[src/rtl/cpu_types_pkg.sv]
// Shared CPU encodings: MEM-stage PC source select and the hazard-control FSM state.
// The branch-resolution helper lives here so every stage decodes PCSrc the same way.
package cpu_types_pkg;

  typedef enum logic [2:0] {
    PC4 = 3'd0,
    BEQ = 3'd1,
    BNE = 3'd2,
    J   = 3'd3,
    JR  = 3'd4,
    JAL = 3'd5
  } pcsrc_t;

  typedef enum logic [1:0] {
    RUN     = 2'd0,
    MEMWAIT = 2'd1,
    HALTED  = 2'd2
  } hz_state_t;

  // A branch or jump resolved in MEM redirects the front end.
  function automatic logic pc_taken(input logic [2:0] pcsrc, input logic zero);
    logic taken;
    taken = 1'b0;
    case (pcsrc)
      BEQ:         taken = zero;
      BNE:         taken = !zero;
      J, JR, JAL:  taken = 1'b1;
      default:     taken = 1'b0;
    endcase
    return taken;
  endfunction

endpackage

[src/rtl/pipeline_hazard_ctrl.sv]
// Five-stage pipeline hazard controller: per-register enables/flushes, PC redirect, sticky halt.
// Controls are combinational from FSM state and current inputs; counters update one cycle later.
module pipeline_hazard_ctrl
  import cpu_types_pkg::*;
#(
  parameter int CNT_W = 16
) (
  input  logic             CLK,
  input  logic             nRST,
  input  logic             ihit,
  input  logic             dhit,
  input  logic [4:0]       Rs_id,
  input  logic [4:0]       Rt_id,
  input  logic [4:0]       regOut_ex,
  input  logic             dREN_ex,
  input  logic             dREN_mem,
  input  logic             dWEN_mem,
  input  logic             atomic_mem,
  input  logic             halt_mem,
  input  logic             zero_mem,
  input  logic [2:0]       PCSrc_mem,
  output logic             pc_en,
  output logic             ifid_en,
  output logic             idex_en,
  output logic             exmem_en,
  output logic             writeback_enable,
  output logic             ifid_flush,
  output logic             idex_flush,
  output logic             exmem_flush,
  output logic             writeback_flush,
  output logic             redirect,
  output logic             halt,
  output logic [CNT_W-1:0] stall_cnt,
  output logic [CNT_W-1:0] flush_cnt
);

  localparam logic [CNT_W-1:0] CNT_ONE = {{(CNT_W-1){1'b0}}, 1'b1};
  localparam logic [CNT_W-1:0] CNT_MAX = {CNT_W{1'b1}};

  hz_state_t        state_q, state_d;
  logic [CNT_W-1:0] stall_cnt_q, stall_cnt_d;
  logic [CNT_W-1:0] flush_cnt_q, flush_cnt_d;

  logic mem_wait;
  logic load_use;
  logic taken;

  // An SC is already a data write, so atomic_mem adds nothing to the wait condition.
  logic unused_atomic;
  assign unused_atomic = atomic_mem;

  assign mem_wait = (dREN_mem | dWEN_mem) & !dhit;
  assign load_use = dREN_ex && (regOut_ex != 5'd0) &&
                    ((regOut_ex == Rs_id) || (regOut_ex == Rt_id));
  assign taken    = pc_taken(PCSrc_mem, zero_mem);

  always_comb begin
    pc_en            = 1'b1;
    ifid_en          = 1'b1;
    idex_en          = 1'b1;
    exmem_en         = 1'b1;
    writeback_enable = 1'b1;
    ifid_flush       = 1'b0;
    idex_flush       = 1'b0;
    exmem_flush      = 1'b0;
    writeback_flush  = 1'b0;
    redirect         = 1'b0;
    state_d          = RUN;

    if (state_q == HALTED) begin
      pc_en            = 1'b0;
      ifid_en          = 1'b0;
      idex_en          = 1'b0;
      exmem_en         = 1'b0;
      writeback_enable = 1'b0;
      state_d          = HALTED;
    end else if ((state_q == MEMWAIT) && !dhit) begin
      // The outstanding access holds the whole pipe even if MEM controls change meanwhile.
      pc_en            = 1'b0;
      ifid_en          = 1'b0;
      idex_en          = 1'b0;
      exmem_en         = 1'b0;
      writeback_enable = 1'b0;
      writeback_flush  = 1'b1;
      state_d          = MEMWAIT;
    end else if (halt_mem) begin
      pc_en       = 1'b0;
      ifid_en     = 1'b0;
      idex_en     = 1'b0;
      exmem_en    = 1'b0;
      ifid_flush  = 1'b1;
      idex_flush  = 1'b1;
      exmem_flush = 1'b1;
      state_d     = HALTED;
    end else if (mem_wait) begin
      pc_en            = 1'b0;
      ifid_en          = 1'b0;
      idex_en          = 1'b0;
      exmem_en         = 1'b0;
      writeback_enable = 1'b0;
      writeback_flush  = 1'b1;
      state_d          = MEMWAIT;
    end else if (taken) begin
      redirect    = 1'b1;
      ifid_flush  = 1'b1;
      idex_flush  = 1'b1;
      exmem_flush = 1'b1;
    end else if (load_use) begin
      pc_en      = 1'b0;
      ifid_en    = 1'b0;
      idex_flush = 1'b1;
    end else if (!ihit) begin
      pc_en      = 1'b0;
      ifid_flush = 1'b1;
    end
  end

  always_comb begin
    stall_cnt_d = stall_cnt_q;
    flush_cnt_d = flush_cnt_q;
    if (!pc_en && (state_q != HALTED) && (stall_cnt_q != CNT_MAX))
      stall_cnt_d = stall_cnt_q + CNT_ONE;
    if (redirect && (flush_cnt_q != CNT_MAX))
      flush_cnt_d = flush_cnt_q + CNT_ONE;
  end

  always_ff @(posedge CLK or negedge nRST) begin
    if (!nRST) begin
      state_q     <= RUN;
      stall_cnt_q <= '0;
      flush_cnt_q <= '0;
    end else begin
      state_q     <= state_d;
      stall_cnt_q <= stall_cnt_d;
      flush_cnt_q <= flush_cnt_d;
    end
  end

  assign halt      = (state_q == HALTED);
  assign stall_cnt = stall_cnt_q;
  assign flush_cnt = flush_cnt_q;

endmodule

[config.mk]
export PLATFORM = sky130hd
export DESIGN_NAME = pipeline_hazard_ctrl
export DESIGN_NICKNAME = d
export VERILOG_FILES = /design/src/rtl/cpu_types_pkg.sv /design/src/rtl/pipeline_hazard_ctrl.sv
export SDC_FILE = /design/constraint.sdc
export NUM_CORES = 1
export LEC_CHECK = 0
export CORE_ASPECT_RATIO = 1.2
export CORE_MARGIN = 4
export CORE_UTILIZATION = 48
export DETAILED_ROUTE_END_ITERATION = 6
export MAX_ROUTING_LAYER = met4
export PLACE_DENSITY_LB_ADDON = 0.08
export SYNTH_ARGS = -nofsm -noshare
export SYNTH_HDL_FRONTEND = slang
export SYNTH_SLANG_ARGS = --single-unit
[constraint.sdc]
create_clock -name CLK -period 6.15 [get_ports CLK]
set_input_delay 1.23 -clock CLK [delete_from_list [all_inputs] [get_ports CLK]]
set_output_delay 1.23 -clock CLK [all_outputs]
set_load 0.1 [all_outputs]
==> results of run 1 <==
## per-layer routing
| metal | track usage [%] | wire (um) | vias up |
|---|---|---|---|
| met2 | 30.36 | 2195 | 41 |
| met4 | 4.268 | 30 | 0 |
| li1 | - | - | 817 |
| met3 | 3.433 | 184 | 5 |
| met1 | 20.35 | 1721 | 763 |
| met5 | - | 0 | - |
## sequential cells by signal (all words and copies together) (netlist names)
register   flops
flush_cnt     16
stall_cnt     16
state_q        2
## per-stage QoR
stage          utilization, %  cell area [um2]  hold WS, ns  cells  total power [mW]
2_1_floorplan               -             1981       0.4552    199            0.4583
3_3_place_gp            68.03             2703       0.4718    319            0.5337
3_5_place_dp            68.03             2703       0.4785    319            0.5349
4_1_cts                 70.71             2809       0.4901    327            0.7335
5_1_grt                 70.71             2809       0.5090    327            0.7596
6_report                70.71             2809       0.4859    327            0.7277
## synthesized netlist by cell type, drive strengths merged
cell type,count
o21ai,6
o221a,1
xor2,26
mux2,2
and4,1
a22oi,1
buf,4
a21oi,9
nand2,11
or3,1
nor3,15
ha,2
nor4,7
dfrtp,34
inv,16
or4,1
o41ai,1
nand4,3
and3,4
nand3,10
mux2i,2
o22ai,1
nand2b,3
o21a,2
nor2,21
or2,3
xnor2,12
## placed cells by master (no fill, tap or decap), types with 2 or more instances in the layout
| cell | netlist | final |
|---|---|---|
| o21ai_0 | 4 | 4 |
| buf_4 | 2 | 5 |
| nor3_1 | 9 | 9 |
| nor4_1 | 4 | 4 |
| inv_2 | 2 | 2 |
| clkbuf_8 | 0 | 5 |
| clkbuf_1 | 0 | 2 |
| xor2_1 | 26 | 26 |
| nor3_2 | 6 | 6 |
| xnor2_1 | 12 | 12 |
| inv_1 | 14 | 14 |
| nand4_1 | 3 | 3 |
| nor4_2 | 2 | 2 |
| ha_1 | 2 | 2 |
| clkdlybuf4s50_1 | 0 | 65 |
| and3_1 | 4 | 4 |
| nor2_1 | 19 | 19 |
| a21oi_1 | 8 | 8 |
| nand3_1 | 8 | 8 |
| nand2_1 | 11 | 11 |
| nand2b_1 | 3 | 3 |
| or2_2 | 2 | 2 |
| dfrtp_1 | 34 | 34 |
| o21a_1 | 2 | 2 |
## cell families after synthesis
family | synth area share (%)
mux | 2.526
compound gates | 7.581
flops | 42.96
simple gates | 24.13
fa+ha+maj | 1.263
xor+xnor | 16.80
buf+inv | 4.737
## final cells by class
type	instances	area, um2
fill	326	1164
sequential	34	850.8
clock buffer	7	76.32
clock inverter	1	30.03
tap	54	67.56
inverter	16	60.06
multi-input combinational	145	1036
timing repair buffer	70	688.2
## worst min-delay path by stage
stage / from / end / slack, ns / depth (start not counted)
global placement: flush_cnt[12] / flush_cnt[12] / 0.47 / 1
finish: flush_cnt[10] / flush_cnt[10] / 0.49 / 1
floorplan: state_q[0] / state_q[1] / 0.46 / 1
global route: flush_cnt[10] / flush_cnt[10] / 0.51 / 1
CTS: flush_cnt[10] / flush_cnt[10] / 0.49 / 1
detailed placement: flush_cnt[10] / flush_cnt[10] / 0.48 / 1
## where the power goes
group | total [mW] | leakage, nW | switching (mW) | internal [mW]
Combinational | 0.262 | 0.686 | 0.188 | 0.0738
Clock | 0.198 | 0.0524 | 0.0767 | 0.121
Sequential | 0.268 | 0.415 | 0.0241 | 0.244
==> impl_metrics.yaml, run 1 <==
final_layout:
  areaGrowthSynthToFinish_pct: 41.82
  diodes: 0
  final_nets: 302
  drive_gt1_share_pct: 12.82
timing:
  slew_viol_final: 0
  rsz0062_at_grt: "no"
  relSlewSlack_pct: 32.63
  skew_ns: 0.002715
  hold_viol: 0
  setup_viol: 0
  final.min_clock_period_ns: 4.886
  worstMarginPinSlew_ns: 1.007
  finalSetupTns_ns: 0
  fin_crit_sh_pct: 79.45
  layout_setup_ws_ns: 1.264
  fmax_mhz: 204.6
floorplan:
  die_area_um2: 5222
  die_w_um: 66.64
  dieHeight_um: 78.37
  pin_count: 71
  rows: 25
  initial_utilization_pct: 49.86
  coreArea_um2: 3973
routing:
  vias: 1626
  antenna_left: 0
  vias_per_cell: 4.972
  drtIter0Drc: 88
  wl_um: 4133
  drc: 0
  firstDrtPassIters: 4
  wl_per_cell_um: 12.64
grt:
  grt_pass1_vias: 1629
  grt_pass1_wl_um: 7051
  grt_max_degree: 35
  antenna_found_initial: 0
  grt_overflow: 0
  grt.total_usage_pct: 17.42
setup_path:
  r2r_cells: 7
  cp_top_family: "buffers and inverters"
  critPathMaxFanout: 4
  critPathLaunchType: "primary input"
  critPathBufInv: 4
  crit_type: "primary input to primary output"
  r2r_setup_slack_ns: 3.88
  cp-end-kind: "primary output"
  setup.worst_path.start: "dWEN_mem"
  worstPathRequired_ns: 4.92
  arrival_ns: 3.66
  crit_chain: "clkdlybuf4s50_1, nor2_1, a21oi_1, nor2_1, nand2_1, inv_2, nand2_1, inv_2, clkdlybuf4s50_1"
  cpMaxStageDelayCell: "clkdlybuf4s50_1"
  crit_end: "redirect"
  r2r_end: "stall_cnt[1]"
  r2r-start: "stall_cnt[0]"
  cp.depth: 9
  slowest_delay_ns: 1.13
clock_network:
  cts_tree: "done"
  root_buffer: "clkbuf_8"
  cts.sinks: 34
  clk_latency_ns: 0.28
  cts_resized: 0
  cts_setup_buffers: 0
  clk_path_buf_depth: 2
  numCtsBuffers: 5
  htreeDepth: 2
  postCtsHoldBufs: 0
  clkTransAtPathRegs_ns: 0.07
outcome:
  status: "completed"
synthesis:
  synth_top_area_share_pct: 42.96
  synth_area_leaders: "dfrtp_1 43%, xor2_1 11%, xnor2_1 5.3%"
  yosys.area.top_type: "dfrtp_1"
  syn_area_um2: 1981
  netlist_instances: 199
  ys_seq_area_share_pct: 42.96
  synth.distinct_cells: 43
  avgSynthCellArea_um2: 9.953
  ys_warn_count: 0
  synth_nets: 229
  ys_ff_latch: 34
power_and_ir_drop:
  p_per_area_nw_per_um2: 259.1
  max-vdd-ir-drop_mv: 0.4453
  leakage_nw: 1.153
place:
  port_buffers: 69
  place_ws_ns: 1.243
  hpwl_um: 3195
  globalplace.congestion: 0.7833
min_path:
  hold_class: "register to register"
flow_run:
  cap_violations: 0
Power figures use the tool's default switching activity.
==> run 2: changes to the inputs <==
--- a/config.mk
+++ b/config.mk
@@ -7,7 +7,7 @@
 export LEC_CHECK = 0
 export CORE_ASPECT_RATIO = 1.2
 export CORE_MARGIN = 4
-export CORE_UTILIZATION = 48
+export CORE_UTILIZATION = 45
 export DETAILED_ROUTE_END_ITERATION = 6
 export MAX_ROUTING_LAYER = met4
 export PLACE_DENSITY_LB_ADDON = 0.08
==> constraint.sdc (replaced) <==
create_clock -name CLK -period 4.6 [get_ports CLK]
set_input_delay 0.92 -clock CLK [delete_from_list [all_inputs] [get_ports CLK]]
set_output_delay 0.92 -clock CLK [all_outputs]
set_load 0.1 [all_outputs]
==> impl_metrics.yaml, run 2 (synthesis gave the netlist of run 1 again) <==
outcome:
  status: "completed"
floorplan:
  coreArea_um2: 4262
  die_area_um2: 5531
  dieHeight_um: 80.68
  rows: 26
  die_w_um: 68.56
  pin_count: 71
  initial_utilization_pct: 46.48
clock_network:
  cts.sinks: 34
  clk_latency_ns: 0.28
  numCtsBuffers: 5
  postCtsHoldBufs: 0
  cts_tree: "done"
  cts_resized: 0
  root_buffer: "clkbuf_8"
  cts_setup_buffers: 0
  htreeDepth: 2
  clk_path_buf_depth: 2
  clkTransAtPathRegs_ns: 0.07
min_path:
  hold_class: "register to register"
  worstHoldPathCells: 1
setup_path:
  crit_chain: "clkdlybuf4s50_1, or4_1, o21ai_1, or2_2, nor2_1, nor2_1, o221a_2, buf_12"
  r2r_cells: 7
  critPathMaxFanout: 3
  arrival_ns: 2.95
  critPathMostFrequentCell: "nor2_1"
  critPathLaunchType: "primary input"
  cpMaxStageDelayCell: "or4_1"
  slowest_delay_ns: 0.54
  cp-end-kind: "primary output"
  worstPathRequired_ns: 3.68
  crit_type: "primary input to primary output"
routing:
  wl_um: 4143
  firstDrtPassIters: 4
  top_layer: "met4"
  wl_per_cell_um: 12.59
  drtIter0Drc: 63
  antenna_left: 0
  drc: 0
  vias: 1636
  met2_length_um: 1898
  dr_wl_met3_um: 289
  vias_per_cell: 4.973
  wl_met1_um: 1903
final_layout:
  areaGrowthSynthToFinish_pct: 42.64
  drive_gt1_share_pct: 15.75
  final_nets: 302
  diodes: 0
  fillers: 363
  final_common_cell: "clkdlybuf4s50_1"
  final_cell_mix: "59 x clkdlybuf4s50_1, 34 x dfrtp_1, 26 x xor2_1"
place:
  globalplace.congestion: 0.7887
  port_buffers: 69
  place_ws_ns: 0.7002
  hpwl_um: 3160
timing:
  finalSetupTns_ns: 0
  final.min_clock_period_ns: 3.871
  worstMarginPinSlew_ns: 0.9887
  setup_viol: 0
  skew_ns: 0.009383
  slew_viol_final: 0
  hold_viol: 0
  fmax_mhz: 258.4
  rsz0062_at_grt: "no"
  fin_crit_sh_pct: 84.14
  layout_setup_ws_ns: 0.7294
  relSlewSlack_pct: 33.88
grt:
  grt_max_degree: 35
  grt_pass1_vias: 1500
  grt_overflow: 0
  grt.total_usage_pct: 16.27
  grt_pass1_wl_um: 6727
  antenna_found_initial: 0
flow_run:
  cap_violations: 0
power_and_ir_drop:
  max-vdd-ir-drop_mv: 0.2478
  p_per_area_nw_per_um2: 342.9
  leakage_nw: 1.176
[run 2: layer usage]
metal	vias to the layer above	global-route usage (%)
met4	0	4.771
met5	-	-
li1	817	-
met3	4	4.336
met1	756	21.16
met2	59	24.64
[run 2: final timing paths]
kind | from | to | slack, ns
worst max-delay path | regOut_ex[2] | ifid_flush | 0.73
worst min-delay path | state_q[0] | state_q[1] | 0.48
worst max register to register | stall_cnt[0] | stall_cnt[1] | 2.31
worst min register to register | state_q[0] | state_q[1] | 0.48
max in group asynchronous | nRST | flush_cnt[0] | 3.25
min in group asynchronous | nRST | stall_cnt[8] | 1.04
[run 2: where the power goes]
group          leakage [nW]  switching (mW)  total, mW  internal, mW
sequential            0.415          0.0337      0.359         0.326
combinational         0.704           0.254      0.352        0.0986
clock                0.0575           0.106      0.257         0.151
[run 2: final cells by class]
class | count | area [um2] | share of cell area [%]
Clock buffer | 8 | 110.1 | 3.897
Inverter | 16 | 60.06 | 2.126
Multi-Input combinational cell | 145 | 1036 | 36.67
Timing Repair Buffer | 70 | 698.2 | 24.71
Tap cell | 56 | 70.07 | 2.480
Sequential cell | 34 | 850.8 | 30.12
[run 2: metrics by stage]
| stage | std cells | hold slack (ns) | area (um2) | utilization, % | total power [mW] |
|---|---|---|---|---|---|
| final | 329 | 0.4844 | 2825 | 66.29 | 0.9689 |
| after global routing | 329 | 0.5203 | 2825 | 66.29 | 1.006 |
| after CTS | 329 | 0.4872 | 2825 | 66.29 | 0.9784 |
| after detailed placement | 321 | 0.4813 | 2715 | 63.71 | 0.7192 |
| after global placement | 321 | 0.4709 | 2715 | 63.71 | 0.7152 |
| after floorplan | 199 | 0.4552 | 1981 | - | 0.6127 |
[run 2: critical path: cells and delay by family]
| kind | cells | cell delay, ns |
|---|---|---|
| AND/OR/NAND/NOR | 4 | 0.91 |
| buffers and inverters | 2 | 0.65 |
| AO/OA/AOI/OAI | 2 | 0.48 |
==> run 3: changes to the inputs <==
==> constraint.sdc (replaced) <==
create_clock -name CLK -period 3.95 [get_ports CLK]
set_input_delay 0.79 -clock CLK [delete_from_list [all_inputs] [get_ports CLK]]
set_output_delay 0.79 -clock CLK [all_outputs]
set_load 0.1 [all_outputs]
==> impl_metrics.yaml, run 3 (synthesis gave the netlist of run 1 again) <==
routing:
  wl_per_cell_um: 13.09
  vias_per_cell: 5.036
  antenna_left: 0
  vias: 1657
  drc: 0
  firstDrtPassIters: 4
  wl_um: 4306
  drtIter0Drc: 96
final_layout:
  drive_gt1_share_pct: 15.02
  areaGrowthSynthToFinish_pct: 44.35
  final_nets: 302
  post-route-util_pct: 67.09
  diodes: 0
  final_cell_mix: "59 x clkdlybuf4s50_1, 34 x dfrtp_1, 26 x xor2_1"
  stdcell_area_um2: 2859
  final_common_cell: "clkdlybuf4s50_1"
timing:
  slew_viol_final: 0
  hold_viol: 0
  skew_ns: 0.003781
  setup_viol: 0
  worstMarginPinSlew_ns: 0.9795
  fin_crit_sh_pct: 91.93
  relSlewSlack_pct: 34.50
  final.min_clock_period_ns: 3.631
  fmax_mhz: 275.4
  rsz0062_at_grt: "no"
  finalSetupTns_ns: 0
floorplan:
  pin_count: 71
  initial_utilization_pct: 46.48
  coreArea_um2: 4262
  die_area_um2: 5531
  die_w_um: 68.56
  rows: 26
  dieHeight_um: 80.68
grt:
  antenna_found_initial: 0
  grt.total_usage_pct: 17.79
  grt_overflow: 0
  grt_pass1_wl_um: 7314
  grt_max_degree: 35
  grt_pass1_vias: 1703
setup_path:
  crit_type: "primary input to primary output"
  arrival_ns: 2.84
  cpMaxStageDelayCell: "or4_1"
  worstPathRequired_ns: 3.16
  critPathMostFrequentCell: "nor2_1"
  r2r_cells: 7
  cp.depth: 8
  critPathBufInv: 2
  cp_top_family: "simple AND/OR/NAND/NOR gates"
  slowest_delay_ns: 0.53
  crit_chain: "clkdlybuf4s50_1, or4_1, o21ai_1, or2_2, nor2_1, nor2_1, o221a_2, buf_12"
  r2r_setup_slack_ns: 1.67
  critPathLaunchType: "primary input"
  critPathMaxFanout: 3
  cp-end-kind: "primary output"
  r2r-start: "stall_cnt[0]"
  r2r_end: "stall_cnt[1]"
min_path:
  hold_class: "register to register"
  hold_start: "flush_cnt[10]"
  worstHoldPathCells: 1
  min_to: "flush_cnt[10]"
clock_network:
  root_buffer: "clkbuf_8"
  cts_resized: 0
  cts.sinks: 34
  cts_tree: "done"
  cts_setup_buffers: 0
  numCtsBuffers: 5
  htreeDepth: 2
  postCtsHoldBufs: 0
  clk_latency_ns: 0.28
  clk_path_buf_depth: 2
  clkTransAtPathRegs_ns: 0.07
power_and_ir_drop:
  max-vdd-ir-drop_mv: 0.3146
  p_per_area_nw_per_um2: 398.4
  leakage_nw: 1.179
place:
  globalplace.congestion: 0.7825
  hpwl_um: 3270
  port_buffers: 69
  place_area_um2: 2753
flow_run:
  cap_violations: 0
outcome:
  status: "completed"
[run 3: metrics by stage]
| step | setup WS [ns] | power [mW] | hold WS [ns] | cells |
|---|---|---|---|---|
| 2_1_floorplan | 0.1290 | 0.7135 | 0.4552 | 199 |
| 3_3_place_gp | 0.3518 | 0.8323 | 0.4699 | 321 |
| 3_5_place_dp | 0.2919 | 0.8380 | 0.4782 | 321 |
| 4_1_cts | 0.2960 | 1.154 | 0.4869 | 329 |
| 5_1_grt | 0.1920 | 1.186 | 0.5050 | 329 |
| 6_report | 0.3187 | 1.139 | 0.4950 | 329 |
[run 3: worst register-to-register path: cells and delay by family (launching register included)]
family                   cells  cell delay (ns)
AND/OR/NAND/NOR              3             0.77
AO/OA/AOI/OAI                2             0.47
flip-flops                   1             0.41
multiplexers                 1             0.34
adder cells (fa/ha/maj)      1             0.18
[run 3: final cells by class]
class	count	area [um2]
well taps	56	70.07
repair buffers	70	735.7
fillers	362	1403
multi-input cells	145	1036
clock buffers	7	76.32
clock inverters	1	30.03
flip-flops and latches	34	850.8
inverters	16	60.06
[run 3: where the power goes]
group	internal [mW]	leakage, nW	switching (mW)
Combinational	0.115	0.712	0.294
Sequential	0.379	0.415	0.0399
Clock	0.189	0.0524	0.122
[run 3: metal layers]
metal / track usage [%] / up-vias / part of all wire [%]
li1: - / 817 / -
met1: 20.68 / 764 / 42
met2: 29.70 / 72 / 49
met3: 4.196 / 4 / 7.7
met4: 5.765 / 0 / 1.4
met5: - / - / 0
[run 3: worst max path at each step]
stage / startpoint / endpoint / slack [ns]
3_3_place_gp: regOut_ex[2] / ifid_flush / 0.35
5_1_grt: regOut_ex[2] / ifid_flush / 0.19
4_1_cts: regOut_ex[2] / ifid_flush / 0.30
2_1_floorplan: regOut_ex[3] / idex_flush / 0.13
3_5_place_dp: regOut_ex[2] / ifid_flush / 0.29
6_report: regOut_ex[2] / ifid_flush / 0.32
